### src/rtl/multi_cycle_control.sv
// Multi-cycle control FSM for the MultiplyCPU datapath: sequences IF/ID/EXE/MEM/WB
// and decodes op/zero into every datapath enable and select.
module multi_cycle_control (
    input  logic       CLK,
    input  logic       Reset,
    input  logic [5:0] op,
    input  logic       zero,
    output logic [3:0] state,
    output logic       PCWre,
    output logic       IRWre,
    output logic       InsMemRW,
    output logic       RegWre,
    output logic       ALUSrcA,
    output logic       ALUSrcB,
    output logic [2:0] ALUOp,
    output logic       ExtSel,
    output logic       mRD,
    output logic       mWR,
    output logic       DBDataSrc,
    output logic [1:0] RegDst,
    output logic       WrRegDSrc,
    output logic [1:0] PCSrc
);
    typedef enum logic [3:0] {
        S_IF     = 4'b0000,
        S_ID     = 4'b0001,
        S_EXE_AL = 4'b0010,
        S_WB_AL  = 4'b0011,
        S_EXE_BR = 4'b0100,
        S_EXE_LS = 4'b0101,
        S_MEM    = 4'b0110,
        S_WB_LD  = 4'b0111,
        S_HALT   = 4'b1000
    } state_t;

    localparam logic [5:0] OP_ADD  = 6'b000000;
    localparam logic [5:0] OP_SUB  = 6'b000001;
    localparam logic [5:0] OP_ADDI = 6'b000010;
    localparam logic [5:0] OP_OR   = 6'b010000;
    localparam logic [5:0] OP_AND  = 6'b010001;
    localparam logic [5:0] OP_ORI  = 6'b010010;
    localparam logic [5:0] OP_SLL  = 6'b011000;
    localparam logic [5:0] OP_SLT  = 6'b100110;
    localparam logic [5:0] OP_SW   = 6'b110000;
    localparam logic [5:0] OP_LW   = 6'b110001;
    localparam logic [5:0] OP_BEQ  = 6'b110100;
    localparam logic [5:0] OP_J    = 6'b111000;
    localparam logic [5:0] OP_JR   = 6'b111001;
    localparam logic [5:0] OP_JAL  = 6'b111010;
    localparam logic [5:0] OP_HALT = 6'b111111;

    state_t cur, nxt;

    assign state = cur;

    always_ff @(posedge CLK) begin
        if (Reset) cur <= S_IF;
        else       cur <= nxt;
    end

    always_comb begin
        nxt = cur;
        case (cur)
            S_IF: nxt = S_ID;
            S_ID: begin
                case (op)
                    OP_J, OP_JR, OP_JAL: nxt = S_IF;
                    OP_HALT:             nxt = S_HALT;
                    OP_BEQ:              nxt = S_EXE_BR;
                    OP_LW, OP_SW:        nxt = S_EXE_LS;
                    OP_ADD, OP_SUB, OP_ADDI, OP_OR, OP_AND, OP_ORI, OP_SLL, OP_SLT:
                                         nxt = S_EXE_AL;
                    default:             nxt = S_IF;
                endcase
            end
            S_EXE_AL: nxt = S_WB_AL;
            S_WB_AL:  nxt = S_IF;
            S_EXE_BR: nxt = S_IF;
            S_EXE_LS: nxt = S_MEM;
            S_MEM:    nxt = (op == OP_LW) ? S_WB_LD : S_IF;
            S_WB_LD:  nxt = S_IF;
            S_HALT:   nxt = S_HALT;
            default:  nxt = S_IF;
        endcase
    end

    always_comb begin
        PCWre     = 1'b0;
        IRWre     = 1'b0;
        RegWre    = 1'b0;
        mRD       = 1'b0;
        mWR       = 1'b0;
        InsMemRW  = 1'b0;
        ALUSrcA   = 1'b0;
        ALUSrcB   = 1'b0;
        ALUOp     = 3'b000;
        ExtSel    = 1'b0;
        DBDataSrc = 1'b0;
        RegDst    = 2'b00;
        WrRegDSrc = 1'b0;
        PCSrc     = 2'b00;

        // op is only meaningful after IF, so selects stay at 0 in IF and HALT
        if (cur != S_IF && cur != S_HALT) begin
            ExtSel    = 1'b1;
            WrRegDSrc = 1'b1;
            case (op)
                OP_ADD:  RegDst = 2'b10;
                OP_SUB:  begin RegDst = 2'b10; ALUOp = 3'b001; end
                OP_ADDI: begin RegDst = 2'b01; ALUSrcB = 1'b1; end
                OP_OR:   begin RegDst = 2'b10; ALUOp = 3'b011; end
                OP_AND:  begin RegDst = 2'b10; ALUOp = 3'b100; end
                OP_ORI:  begin RegDst = 2'b01; ALUSrcB = 1'b1; ALUOp = 3'b011; ExtSel = 1'b0; end
                OP_SLL:  begin RegDst = 2'b10; ALUSrcA = 1'b1; ALUOp = 3'b010; end
                OP_SLT:  begin RegDst = 2'b10; ALUOp = 3'b101; end
                OP_SW:   ALUSrcB = 1'b1;
                OP_LW:   begin RegDst = 2'b01; ALUSrcB = 1'b1; DBDataSrc = 1'b1; end
                OP_BEQ:  begin ALUOp = 3'b001; PCSrc = zero ? 2'b01 : 2'b00; end
                OP_J:    PCSrc = 2'b11;
                OP_JR:   PCSrc = 2'b10;
                OP_JAL:  begin PCSrc = 2'b11; WrRegDSrc = 1'b0; end
                default: begin ExtSel = 1'b0; WrRegDSrc = 1'b0; end
            endcase
        end

        case (cur)
            S_IF: IRWre = 1'b1;
            S_ID: begin
                case (op)
                    OP_J, OP_JR: PCWre = 1'b1;
                    OP_JAL:      begin PCWre = 1'b1; RegWre = 1'b1; end
                    OP_ADD, OP_SUB, OP_ADDI, OP_OR, OP_AND, OP_ORI, OP_SLL, OP_SLT,
                    OP_SW, OP_LW, OP_BEQ, OP_HALT: ;
                    default:     PCWre = 1'b1;
                endcase
            end
            S_EXE_BR: PCWre = 1'b1;
            S_MEM: begin
                if (op == OP_SW) begin
                    PCWre = 1'b1;
                    mWR   = 1'b1;
                end
                if (op == OP_LW) mRD = 1'b1;
            end
            S_WB_AL: begin PCWre = 1'b1; RegWre = 1'b1; end
            S_WB_LD: begin PCWre = 1'b1; RegWre = 1'b1; mRD = 1'b1; end
            default: ;
        endcase

        // Reset suppresses every write/load strobe in the cycle it is sampled
        if (Reset) begin
            PCWre  = 1'b0;
            IRWre  = 1'b0;
            RegWre = 1'b0;
            mRD    = 1'b0;
            mWR    = 1'b0;
        end
    end
endmodule

### config.mk
export PLATFORM = sky130hd
export DESIGN_NAME = multi_cycle_control
export DESIGN_NICKNAME = d
export VERILOG_FILES = /design/src/rtl/multi_cycle_control.sv
export SDC_FILE = /design/constraint.sdc
export NUM_CORES = 1
export LEC_CHECK = 0
export CAP_MARGIN = 20
export CORE_ASPECT_RATIO = 0.9
export CORE_MARGIN = 8
export CORE_UTILIZATION = 47
export DETAILED_ROUTE_END_ITERATION = 12
export PLACE_DENSITY_LB_ADDON = 0.12
export SYNTH_ARGS = -nofsm -noshare
export SYNTH_HDL_FRONTEND = slang
export SYNTH_SLANG_ARGS = --single-unit
### constraint.sdc
create_clock -name CLK -period 3.4 [get_ports CLK]
set_input_delay 0.34 -clock CLK [delete_from_list [all_inputs] [get_ports CLK]]
set_output_delay 0.34 -clock CLK [all_outputs]
set_load 0.05 [all_outputs]
-- Yosys cells after proc, flatten, opt, wreduce, memory -nomap -nowiden
Memories as Yosys holds them, arrays and structs flattened.
Cells that the tools add are included.
W data, S select, Z words.
- reduce and logical (&&, ||, !) cells: 15
- equality and inequality tests: 23
- mux-type cells: 32
- operators by type and width (kind ; number):
    $eq A6 B6 Y1 const B ; 8
    $reduce_or A13 Y1 ; 2
    $eq A6 B5 Y1 const B ; 4
    $pmux W4 S6 ; 1
    $mux W1 ; 21
    $eq A4 B3 Y1 const B ; 4
    $pmux W3 S5 ; 1
    $reduce_or A12 Y1 ; 1
    $eq A4 B2 Y1 const B ; 2
    $reduce_or A2 Y1 ; 4
    $eq A6 B1 Y1 const B ; 1
    $eq A6 B2 Y1 const B ; 1
    $logic_not A6 Y1 ; 1
    $mux W3 ; 2
    $pmux W2 S3 ; 1
    $reduce_or A3 Y1 ; 2
    $reduce_or A6 Y1 ; 1
    $eq A4 B1 Y1 const B ; 1
    $eq A4 B4 Y1 const B ; 1
    $logic_not A4 Y1 ; 1
    $mux W2 ; 2
    $ne A4 B4 Y1 const B ; 1
    $pmux W1 S2 ; 2
    $pmux W2 S2 ; 1
    other kinds (4) ; 4
- output and inout port bits: 22
- word-level logic and storage cells: 72
- memories: 1
- register bits: 4
- bits in read-only memories: 256
- memory list (memory ; words ; width ; rd ports ; clocked after memory_dff ; write ports ; line ; RTL):
    (name not given) ; 64 ; 4 ; 1 ; 0 ; 0 ; 66 ; case (op)

-- Depth between registers and ports, before layout
- depth in word-level cells: 5
- gate-level depth with buffers: 6
- gate-level depth less buffers: 4

-- Worst setup path after synthesis
Ideal clock, no wire load.
- kind: register -> output
- start: register cur[0] (netlist: state[0])
- end: output port mWR
- data required time: 3060 ps
- path slack: 302 ps
- path buffers: 1
- arrival: 2758 ps
- cell stages (with the launch flop): 5
- cell sequence: dfxtp_1 -> buf_6 -> nor4_1 -> nand3_1 -> nor4b_1
- longest elaborated chain between the ends: 3
- RTL lines (item ; line ; RTL):
    from (decl) ; 52 ; state_t cur, nxt;
    from (signal assigned) ; 58 ; else cur <= nxt;
    $eq A4 B3 Y1 ; 126 ; case (cur)
    $mux W1 ; 126 ;
    $mux W1 ; 151 ; if (Reset) begin
    to (decl) ; 18 ; output logic mWR,
No other way between the ends.

-- Worst setup path in the final report
- start: input port op[1]
- end: output port mRD
- longest elaborated chain between the ends: 4
- RTL lines (item ; line ; RTL):
    from (decl) ; 6 ; input logic [5:0] op,
    $eq A6 B6 Y1 ; 143 ; if (op == OP_LW) mRD = 1'b1;
    $mux W1 ; 143 ;
    $pmux W1 S2 ; 126 ;
    $mux W1 ; 151 ;
    to (decl) ; 17 ; output logic mRD,
No other way between the ends.

==> metrics.txt <==
TritonCTS clock tree done; cell area after layout 0.00110 mm2; Hold Buf Count CTS 0; mux contribution to synthesized area 1.26%; placed instance area 0.00108 mm2; Synth Instances 123; largest net degree at the start of global routing 15; Initial Util 48.8%; FF/Latch Area 80.1 um2; Worst Path Buf+Inv 2; Slew HR 65.8%; area of the multi-input gates 636 um2; vias in the first global route 919; detailed-route DRC error count 0; Post-synth EDFFs 0; Worst Path Max Fanout 13; period utilization 89.9%; maxcap violations 0; Bufs on Longest Clock Path 2; clk sinks 4; worst slew pin tran 511 ps; crit-path cells clkdlybuf4s50_1, nor2b_1, and3_1, nand4_1, a21oi_1, clkdlybuf4s50_1; Post-Synth Simple-Gate Area 50.3%; DRT Wirelength 2570 um; nets 158; synth cell count leaders a21oi_1 (13), nand2_1 (11); cts bufs inserted 3; Total Power 0.254 mW; FF-to-FF setup slack 1850 ps; HPWL Detailed 1920 um; Synth cell types 45; WHS 575 ps; Power Density 231 mW/mm2; HP Class register to register; # fillers 159; GRT overflow 0; DR iter-0 viols 31; clk root buf clkbuf_4; Main synth FF type dfxtp_1; Synth Register Bits 4; LEAKAGE 0.390 nW; Top delay family on crit path buffers and inverters; first-pass GRT wire length 4260 um; Max IR drop VDD 0.000308 V; count leader, synth a21oi_1; Rows 14; Pins Over Slew Limit 0; fmax 327 MHz; xor and xnor area share after synthesis 0%; total placed cells including tap cells 168; status complete, no violations; number of I/O port buffers 29; number of setup buffers added after CTS 0; clock skew 6.25 ps; post-route ant nets 0; WP data arrival 2720 ps; I/O Pins 31; Synth Area in Compound Gates 27.8%; core area 0.00163 mm2; RSZ-0062 raised after global routing no; Syn Nets 132; Post-Layout Cell Count 171; Tot GR Track Use 16.4%; Synth Area in Adders 0%; Slowest-stage cell, CP clkdlybuf4s50_1; min Tclk post-route 3060 ps; endpoint class of the critical path output port; Vias per Instance 6.10; Top cell by count, worst path clkdlybuf4s50_1; antenna cell count 0; die span in y 55.0 um; slowest stage delay, CP 820 ps; Worst Slack Setup Final 343 ps; largest family of logic cells by synthesized area simple AND/OR/NAND/NOR gates; crit path kind input port to output port; Worst Path Required 3060 ps; gpl congestion 0.883; YS warnings 0; wire per inst 15.0 um; Seq/Total Area, Yosys 10.1%; antenna violations before repair 0; area delta synth->final 38.7%; Final setup viols 0; Final Hold Fails 0; CTS resizes 0; critical path startpoint category input port; CTS clock-pin slew for the worst setup and hold paths 30 ps; Chip Width 59.4 um; TritonRoute pass-1 iters 4; setup tns final 0 ps; mapped cell area 796 um2; H-tree depth 1; full die area 0.00327 mm2; Synth area leader dfxtp_1; post-synth top area share 10.1%; share of cells above drive strength 1 12.2%; mean post-synth cell area 6.47 um2; ys async rst share 0%; via count 1,043; max reg flops 4; pre-CTS WS 370 ps; utilization after layout 67.7%; top post-synthesis cells by area dfxtp_1 (10%), a21oi_1 (8.2%), nor2b_1 (5.5%); clk_lat worst skew 240 ps
-- logic make-up after synthesis --
| family | after synthesis |
|---|---|
| DFF | 4 |
| AOI/OAI and AO/OA | 34 |
| muxes | 1 |
| other | 1 |
| buffers and inverters | 16 |
| and+or+nand+nor | 67 |
-- final timing paths --
kind | startpoint | to | depth (start not counted)
setup / recovery | op[1] | mRD | 6
hold / removal | state[3] | state[3] | 2
setup reg to reg | state[0] | state[1] | 4
hold reg to reg | state[3] | state[3] | 2
-- power breakdown --
part	total (mW)	internal, mW	leakage, nW	switching, mW
Combinational	0.139	0.0524	0.344	0.0861
Sequential	0.0548	0.0494	0.0325	0.00545
Clock	0.0612	0.0396	0.0138	0.0215
-- layout make-up --
class,instances,share of cell area (%)
sequential,4,7.26
timing repair buffer,35,29.7
inverter,2,0.680
clock buffer,3,2.04
multi-input combinational,103,57.6
tap,24,2.72
-- worst register-to-register path, stage by stage (launching register included) --
cell      delay (ps)
dfxtp_1          490
or3b_4           460
nor2_2           200
o211ai_1         140
a41oi_1          190
-- layout by cell type (no fill, tap or decap), types with 4 or more instances in the layout --
cell type	Yosys	routed
clkdlybuf4s50_1	0	26
a21oi_1	13	13
nand2_1	11	11
buf_4	1	9
nor3_1	7	7
nor2b_1	7	7
nor2_1	7	7
and3_1	4	4
a31oi_1	4	4
nand4_1	4	4
dfxtp_1	4	4
-- routing by layer --
metal / GRT usage [%] / part of all wire, % / up-vias / wire [um]
met2: 27.4 / 44 / 54 / 1120
met4: 2.38 / 0.51 / 0 / 13
met5: 0 / 0 / - / 0
met1: 21.4 / 47 / 485 / 1200
met3: 3.93 / 9.3 / 2 / 238
li1: - / - / 502 / -
Power figures use the tool's default switching activity.
